--- src/rtl/hazard_control_unit.sv ---
// Hazard control for the 5-stage MIPS pipeline: multi-cycle load-use stalls, mult/div
// HI/LO interlock and branch flush. Optional stall counter enabled by HAZARD_PERF_CNT_EN.
module hazard_control_unit #(
    parameter int REG_ADDR_W        = 5,
    parameter int LOAD_STALL_CYCLES = 1,
    parameter int MD_LATENCY        = 32,
    parameter int MD_CNT_W          = 6,
    parameter int PERF_CNT_W        = 16
) (
    input  logic                  clk,
    input  logic                  rst,
    input  logic [REG_ADDR_W-1:0] id_rs,
    input  logic [REG_ADDR_W-1:0] id_rt,
    input  logic [REG_ADDR_W-1:0] ex_rt,
    input  logic                  mem_read,
    input  logic                  id_uses_hilo,
    input  logic                  id_is_md,
    input  logic                  md_start,
    input  logic                  branch_taken,
`ifdef HAZARD_PERF_CNT_EN
    input  logic                  stall_count_clr,
    output logic [PERF_CNT_W-1:0] stall_count,
`endif
    output logic                  hazard_flag,
    output logic                  if_id_write_enable,
    output logic                  pc_write_enable,
    output logic                  if_id_flush,
    output logic                  md_busy
);

    localparam int LOAD_CNT_W = 3;

    if (LOAD_STALL_CYCLES < 1 || LOAD_STALL_CYCLES > 7 || MD_LATENCY < 1 ||
        MD_LATENCY >= (1 << MD_CNT_W) || PERF_CNT_W < 1) begin : g_bad_params
        $error("hazard_control_unit: illegal parameter combination");
    end

    typedef enum logic {
        IDLE,
        LOAD_STALL
    } state_t;

    state_t                state_q, state_d;
    logic [LOAD_CNT_W-1:0] load_cnt_q, load_cnt_d;
    logic [MD_CNT_W-1:0]   md_cnt_q, md_cnt_d;
    logic                  load_hit;
    logic                  md_busy_int;
    logic                  md_hit;
    logic                  stall;

    // Register 0 is hard-wired to zero, so a load targeting it never creates a dependency.
    assign load_hit    = mem_read && (ex_rt != '0) && ((id_rs == ex_rt) || (id_rt == ex_rt));
    assign md_busy_int = (md_cnt_q != '0) || md_start;
    assign md_hit      = md_busy_int && (id_uses_hilo || id_is_md);

    // NOTE: every signal gets a default before the case so no path can infer a latch.
    always_comb begin
        state_d    = state_q;
        load_cnt_d = load_cnt_q;
        stall      = 1'b0;
        case (state_q)
            IDLE: begin
                stall = load_hit || md_hit;
                if (load_hit && (LOAD_STALL_CYCLES > 1)) begin
                    state_d    = LOAD_STALL;
                    load_cnt_d = LOAD_CNT_W'(LOAD_STALL_CYCLES - 1);
                end
            end
            LOAD_STALL: begin
                // ID/EX already holds a bubble here, so ex_rt no longer describes the load.
                stall      = 1'b1;
                load_cnt_d = load_cnt_q - LOAD_CNT_W'(1);
                if (load_cnt_q == LOAD_CNT_W'(1)) begin
                    state_d = IDLE;
                end
            end
            default: state_d = IDLE;
        endcase
    end

    always_comb begin
        md_cnt_d = md_cnt_q;
        if (md_start) begin
            md_cnt_d = MD_CNT_W'(MD_LATENCY);
        end else if (md_cnt_q != '0) begin
            md_cnt_d = md_cnt_q - MD_CNT_W'(1);
        end
    end

    // NOTE: sequential state uses non-blocking assignments so all registers update together.
    always_ff @(posedge clk) begin
        if (rst) begin
            state_q    <= IDLE;
            load_cnt_q <= '0;
            md_cnt_q   <= '0;
        end else begin
            state_q    <= state_d;
            load_cnt_q <= load_cnt_d;
            md_cnt_q   <= md_cnt_d;
        end
    end

    // Stall outranks flush: a taken branch waits in ID until the stall clears.
    always_comb begin
        if (rst) begin
            hazard_flag        = 1'b0;
            if_id_write_enable = 1'b1;
            pc_write_enable    = 1'b1;
            if_id_flush        = 1'b0;
            md_busy            = 1'b0;
        end else begin
            hazard_flag        = stall;
            if_id_write_enable = !stall;
            pc_write_enable    = !stall;
            if_id_flush        = branch_taken && !stall;
            md_busy            = md_busy_int;
        end
    end

`ifdef HAZARD_PERF_CNT_EN
    logic [PERF_CNT_W-1:0] stall_count_q;

    always_ff @(posedge clk) begin
        if (rst || stall_count_clr) begin
            stall_count_q <= '0;
        end else if (stall && !(&stall_count_q)) begin
            stall_count_q <= stall_count_q + PERF_CNT_W'(1);
        end
    end

    assign stall_count = stall_count_q;
`endif

endmodule

--- config.mk ---
export PLATFORM = sky130hd
export DESIGN_NAME = hazard_control_unit
export DESIGN_NICKNAME = d
export VERILOG_FILES = /design/src/rtl/hazard_control_unit.sv
export SDC_FILE = /design/constraint.sdc
export NUM_CORES = 1
export LEC_CHECK = 0
export BUFFER_PORTS_ARGS = -buffer_cell sky130_fd_sc_hd__buf_4
export CAP_MARGIN = 40
export CORE_MARGIN = 3
export CORE_UTILIZATION = 40
export CTS_BUF_LIST = sky130_fd_sc_hd__clkbuf_16
export DETAILED_ROUTE_END_ITERATION = 16
export GPL_ROUTABILITY_DRIVEN = 0
export PLACE_DENSITY = 0.68
export REMOVE_ABC_BUFFERS = 1
export SYNTH_ARGS = -nofsm -noshare
export SYNTH_HDL_FRONTEND = slang
export SYNTH_SLANG_ARGS = --single-unit
--- constraint.sdc ---
create_clock -name clk -period 2.2 [get_ports clk]
set_clock_uncertainty 0.15 [all_clocks]
set_input_delay 0 -clock clk [delete_from_list [all_inputs] [get_ports clk]]
set_output_delay 0 -clock clk [all_outputs]
set_load 0.01 [all_outputs]
==> results.yml, run 1 <==
drt:
  totalWireLength_mm: 1.45
  wl_per_cell_um: 11.7
  drt-initial-drc-count: 9
  drcViolationCount: 0
  first_pass_iters: 4
  num_vias: 595
  via_per_inst: 4.80
  ant_nets: 0
clock_network:
  htree_levels: 1
  cts.sinks: 10
  postCtsSetupBuffers: 0
  cts_root_buffer: "clkbuf_16"
  cts_resized: 0
  numCtsBuffers: 3
  cts.clk_slew.worst_paths_ps: 40
  clockBufferDepth: 2
  clock_latency_ps: 240
  cts_tree: "built"
setup_path:
  r2r_end: "md_cnt_q[1]$_SDFFE_PP0P_"
  rr_worst_depth: 6
  crit_required_ps: 2050
  arrival_ps: 1800
  start_kind: "flop"
  endpoint_kind: "output pin"
  r2r_slack_ps: 510
  r2r_start: "md_cnt_q[0]$_SDFFE_PP0P_"
  cp_max_fo: 3
  worstSetupPathType: "reg -> out"
timing:
  fmax_mhz: 513
  hold_viol: 0
  rsz0062_at_grt: "false"
  setup_viol_count_final: 0
  period_share_pct: 88.6
  drv_slew: 0
  slew_headroom_pct: 77.0
  worstMarginPinSlew_ps: 345
  finalCriticalPeriod_ps: 1950
  fin_tns_setup_ps: 0
cells_and_area:
  postLayoutCoreUtil_pct: 67.1
  stdcell_area_um2: 950
  insertedDiodeCount: 0
  area_delta_synth_final_pct: 45.4
  drive_gt1_share_pct: 28.4
  nNetsFinal: 136
pwr:
  power.leakage_uw: 0.000409
  ir_drop_v: 0.000851
  powerDensity_mw_per_mm2: 1080
yosys:
  synth_cell_type_count: 24
  ys_seq_area_share_pct: 30.7
  avgSynthCellArea_um2: 8.16
  syn_inst: 80
  ys.warnings.count: 0
  syn_area_um2: 653
  ys_seq_elements: 10
run_status:
  status: "completed"
job:
  maxCapViolCount: 0
global_route:
  grt_max_degree: 12
  grt_remaining_overflow: 0
  grt_pass1_wl_mm: 2.31
  grt_pass1_vias: 594
  grtUsageTotal_pct: 15.2
  antenna_found_initial: 0
floorplanning:
  die_w_um: 46.4
  rows: 13
  die_h_um: 46.4
  ioPinCount: 27
  core_mm2: 0.00142
  initial_core_util_pct: 46.2
  dieArea_mm2: 0.00215
placed_design:
  dp_hpwl_mm: 1.21
  portBuffers: 26
  placed_area_um2: 851
hold_path:
  min_path_type: "in -> out"
  holdPathStages: 4
  holdPathEnd: "if_id_flush"
  min-delay-start: "branch_taken"
## repair_timing
item,in CTS,in global routing
hold buffers,2,0
setup endpoints to repair,0,0
hold endpoints to repair,7,0
## cells in the final DEF, fill, tap and decap left out, types with 2 or more instances in the layout
| master | instances |
|---|---|
| nor3_1 | 3 |
| clkbuf_16 | 3 |
| nor2_1 | 11 |
| nand3_1 | 3 |
| buf_4 | 26 |
| ha_1 | 4 |
| nand2_1 | 4 |
| a211oi_1 | 3 |
| dlygate4sd3_1 | 2 |
| dfxtp_1 | 10 |
| a21oi_1 | 3 |
| xnor2_1 | 16 |
| inv_1 | 9 |
## logic make-up (layout without fill, tap and decap cells)
kind of cell / after synthesis / after routing / share of synthesized area [%]
DFF: 10 / 10 / 30.7
buffers and inverters: 12 / 41 / 7.66
adders and majority gates: 4 / 4 / 7.66
and+or+nand+nor: 26 / 26 / 19.0
AOI/OAI and AO/OA: 11 / 11 / 12.3
xor gates and xnor gates: 17 / 17 / 22.8
## cell usage after synthesis
| cell type | count | share of area, % |
|---|---|---|
| o22ai_1 | 1 | 0.96 |
| buf_4 | 1 | 1.1 |
| inv_1 | 9 | 5.2 |
| o21ai_0 | 1 | 0.77 |
| or3_4 | 1 | 1.7 |
| clkbuf_1 | 1 | 0.57 |
| nor3_1 | 3 | 2.3 |
| nand3_1 | 3 | 2.3 |
| nand2_1 | 4 | 2.3 |
| buf_2 | 1 | 0.77 |
| a2111oi_2 | 1 | 2.3 |
| nand2b_1 | 1 | 0.96 |
| nor2_1 | 11 | 6.3 |
| or2_0 | 1 | 0.96 |
| xor2_1 | 1 | 1.3 |
| nand4_1 | 1 | 0.96 |
| ha_1 | 4 | 7.7 |
| a21oi_1 | 3 | 2.3 |
| xnor2_1 | 16 | 21 |
| dfxtp_1 | 10 | 31 |
| a21o_1 | 1 | 1.1 |
| a211oi_1 | 3 | 3.4 |
| o32ai_1 | 1 | 1.3 |
| or4_1 | 1 | 1.1 |
## power by group
group          switching [uW]  internal, uW
Combinational             207           227
Clock                    85.4           238
Sequential               39.4           224
## flip-flops by register name, summed over array words and instances (netlist names)
signal and flops:
load_cnt_q 3, state_q 1, md_cnt_q 6
## worst max-delay path, stage by stage, from the launching register on
cell and delay, ps:
dfxtp_1 320, or3_4 390, o32ai_1 370, a21oi_1 140
a21oi_1 190, buf_4 160
## final cells by class
cell class	count	area [um^2]
fillers	120	465
well taps	15	18.8
flip-flops and latches	10	200
inverters	9	33.8
clock buffers	3	75.1
clock inverters	1	3.75
repair buffers	28	215
multi-input cells	58	403
## per-stage QoR
stage | power, uW | setup slack [ps] | hold slack (ps) | instances
after floorplan | 573 | 581 | -102 | 77
after global placement | 685 | 512 | 59.9 | 118
after detailed placement | 695 | 502 | 66.2 | 118
after CTS | 1030 | 244 | 214 | 124
after global routing | 1090 | 126 | 243 | 124
final | 1020 | 250 | 212 | 124
## worst max path at each step
stage	to	slack, ps	cells past startpoint	from
2_1_floorplan	if_id_write_enable	580	4	md_cnt_q[2]$_SDFFE_PP0P_
3_3_place_gp	if_id_write_enable	510	5	md_cnt_q[2]$_SDFFE_PP0P_
3_5_place_dp	if_id_write_enable	500	5	md_cnt_q[2]$_SDFFE_PP0P_
4_1_cts	if_id_write_enable	240	5	md_cnt_q[4]$_SDFFE_PP0P_
5_1_grt	if_id_write_enable	130	5	md_cnt_q[4]$_SDFFE_PP0P_
6_report	if_id_write_enable	250	5	md_cnt_q[4]$_SDFFE_PP0P_
## layer usage
metal	GRT usage, %	vias to the layer above	wire, um
li1	-	320	-
met1	19.0	258	667
met5	0	-	0
met2	24.5	15	695
met4	3.41	0	11
met3	5.86	2	71
(Power assumes the default switching activity.)
==> run 2: changes to the inputs <==
--- a/config.mk
+++ b/config.mk
@@ -13,6 +13,7 @@
 export DETAILED_ROUTE_END_ITERATION = 16
 export GPL_ROUTABILITY_DRIVEN = 0
 export PLACE_DENSITY = 0.68
+export RECOVER_POWER = 100
 export REMOVE_ABC_BUFFERS = 1
 export SYNTH_ARGS = -nofsm -noshare
 export SYNTH_HDL_FRONTEND = slang
==> results.yml, run 2 (synthesis results as in run 1) <==
timing:
  hold_viol: 0
  fin_tns_setup_ps: 0
  slew_headroom_pct: 74.7
  fmax_mhz: 498
  rsz0062_at_grt: "false"
  worstMarginPinSlew_ps: 369
  period_share_pct: 91.4
  finalCriticalPeriod_ps: 2010
  setup_viol_count_final: 0
  drv_slew: 0
floorplanning:
  dieArea_mm2: 0.00215
  die_h_um: 46.4
  die_w_um: 46.4
  rows: 13
  initial_core_util_pct: 46.2
  ioPinCount: 27
  core_mm2: 0.00142
setup_path:
  arrival_ps: 1860
  worstSetupPathType: "reg -> out"
  rr_worst_depth: 3
  start_kind: "flop"
  r2r_start: "md_cnt_q[4]$_SDFFE_PP0P_"
  crit_required_ps: 2050
  cp_max_fo: 3
  r2r_slack_ps: 410
  r2r_end: "md_cnt_q[1]$_SDFFE_PP0P_"
  endpoint_kind: "output pin"
cells_and_area:
  seqCellArea_um2: 200
  nNetsFinal: 136
  largest_reg_flops: 6
  final_common_cell: "buf_4"
  layout_common_cells: "buf_4 (21), xnor2_1 (16), nor2_1 (11)"
  area_delta_synth_final_pct: 40.8
  drive_gt1_share_pct: 22.0
  registers.top_by_ff_count: "md_cnt_q"
  stdcell_area_um2: 920
  insertedDiodeCount: 0
  multi_input_area_um2: 392
  top_regs: "md_cnt_q: 6 flops, load_cnt_q: 3 flops, state_q: 1 flops"
  fillers: 123
pwr:
  comb_power_share_pct: 39.9
  seq_power_share_pct: 26.9
  p_int_uw: 654
  clockPowerShare_pct: 33.2
  power.leakage_uw: 0.000391
  p_sw_uw: 321
  ir_drop_v: 0.000843
  powerDensity_mw_per_mm2: 1060
  p_sw_share_pct: 32.9
drt:
  drt-initial-drc-count: 8
  wl_met2_um: 705
  wl_per_cell_um: 11.8
  via_per_inst: 4.84
  drcViolationCount: 0
  top_layer: "met4"
  wl_met3_um: 56
  totalWireLength_mm: 1.46
  wl_met1_um: 687
  ant_nets: 0
  first_pass_iters: 4
  num_vias: 600
clock_network:
  clockBufferDepth: 2
  cts.sinks: 10
  cts_root_buffer: "clkbuf_16"
  htree_levels: 1
  numCtsBuffers: 3
  clock_latency_ps: 240
  cts_tree: "built"
  cts.clk_slew.worst_paths_ps: 40
global_route:
  grt_pass1_vias: 594
  grt_remaining_overflow: 0
  grt_pass1_wl_mm: 2.31
  grt_max_degree: 12
  antenna_found_initial: 0
  grtUsageTotal_pct: 15.2
placed_design:
  portBuffers: 26
  dp_hpwl_mm: 1.21
  placed_area_um2: 851
hold_path:
  holdPathStages: 4
  min-delay-start: "branch_taken"
  holdPathEnd: "if_id_flush"
  min_path_type: "in -> out"
run_status:
  status: "completed"
job:
  maxCapViolCount: 0
==> run 2: cell types whose count changed in the layout (fill, tap and decap cells not counted) <==
cell	before	now
or3_4	1	0
buf_4	26	21
a2111oi_0	0	1
clkbuf_1	0	5
a2111oi_2	1	0
or3_1	0	1
==> run 2: layout make-up <==
cell class,count,area share [%]
clock buffers,3,8.16
clock inverters,1,0.408
inverters,9,3.67
multi-input cells,58,42.6
flip-flops and latches,10,21.8
well taps,15,2.04
repair buffers,28,21.4
==> run 2: how the worst max path moves through the flow <==
stage	cells past startpoint	start	endpoint
6_report	5	md_cnt_q[4]$_SDFFE_PP0P_	if_id_write_enable
5_1_grt	5	md_cnt_q[4]$_SDFFE_PP0P_	if_id_write_enable
4_1_cts	5	md_cnt_q[4]$_SDFFE_PP0P_	if_id_write_enable
3_5_place_dp	5	md_cnt_q[2]$_SDFFE_PP0P_	if_id_write_enable
3_3_place_gp	5	md_cnt_q[2]$_SDFFE_PP0P_	if_id_write_enable
2_1_floorplan	4	md_cnt_q[2]$_SDFFE_PP0P_	if_id_write_enable
==> run 2: per-stage QoR <==
| step | std cells | utilization [%] | hold slack, ps | worst slack, ps | total power [uW] |
|---|---|---|---|---|---|
| 2_1_floorplan | 77 | - | -102 | 581 | 573 |
| 3_3_place_gp | 118 | 60.1 | 59.9 | 512 | 685 |
| 3_5_place_dp | 118 | 60.1 | 66.2 | 502 | 695 |
| 4_1_cts | 124 | 67.1 | 214 | 244 | 1030 |
| 5_1_grt | 124 | 65.0 | 224 | 75.7 | 1040 |
| 6_report | 124 | 65.0 | 196 | 190 | 975 |
==> run 2: timing repair <==
| item | CTS | global route |
|---|---|---|
| endpoints found under the hold margin | 7 | 0 |
| gates resized for setup | 0 | 0 |
| setup buffers | 0 | 0 |
| hold buffers | 2 | 0 |
==> run 2: power groups by stage <==
stage / combinational (uW) / sequential [uW] / clock [uW]
finish: 389 / 262 / 324
global route: 426 / 268 / 342
CTS: 438 / 263 / 329
detailed placement: 431 / 264 / 0
global placement: 421 / 264 / 0
floorplan: 316 / 256 / 0
==> run 2: routing by layer <==
metal	track usage (%)	vias to the layer above
met1	19.0	266
met5	0	-
met2	24.5	10
li1	-	322
met4	3.41	0
met3	5.86	2
==> run 2: worst max-delay path, stage by stage (launching register included) <==
cell and delay (ps):
dfxtp_1 310, or3_1 410, o32ai_1 390, a21oi_1 140
a21oi_1 180, clkbuf_1 180
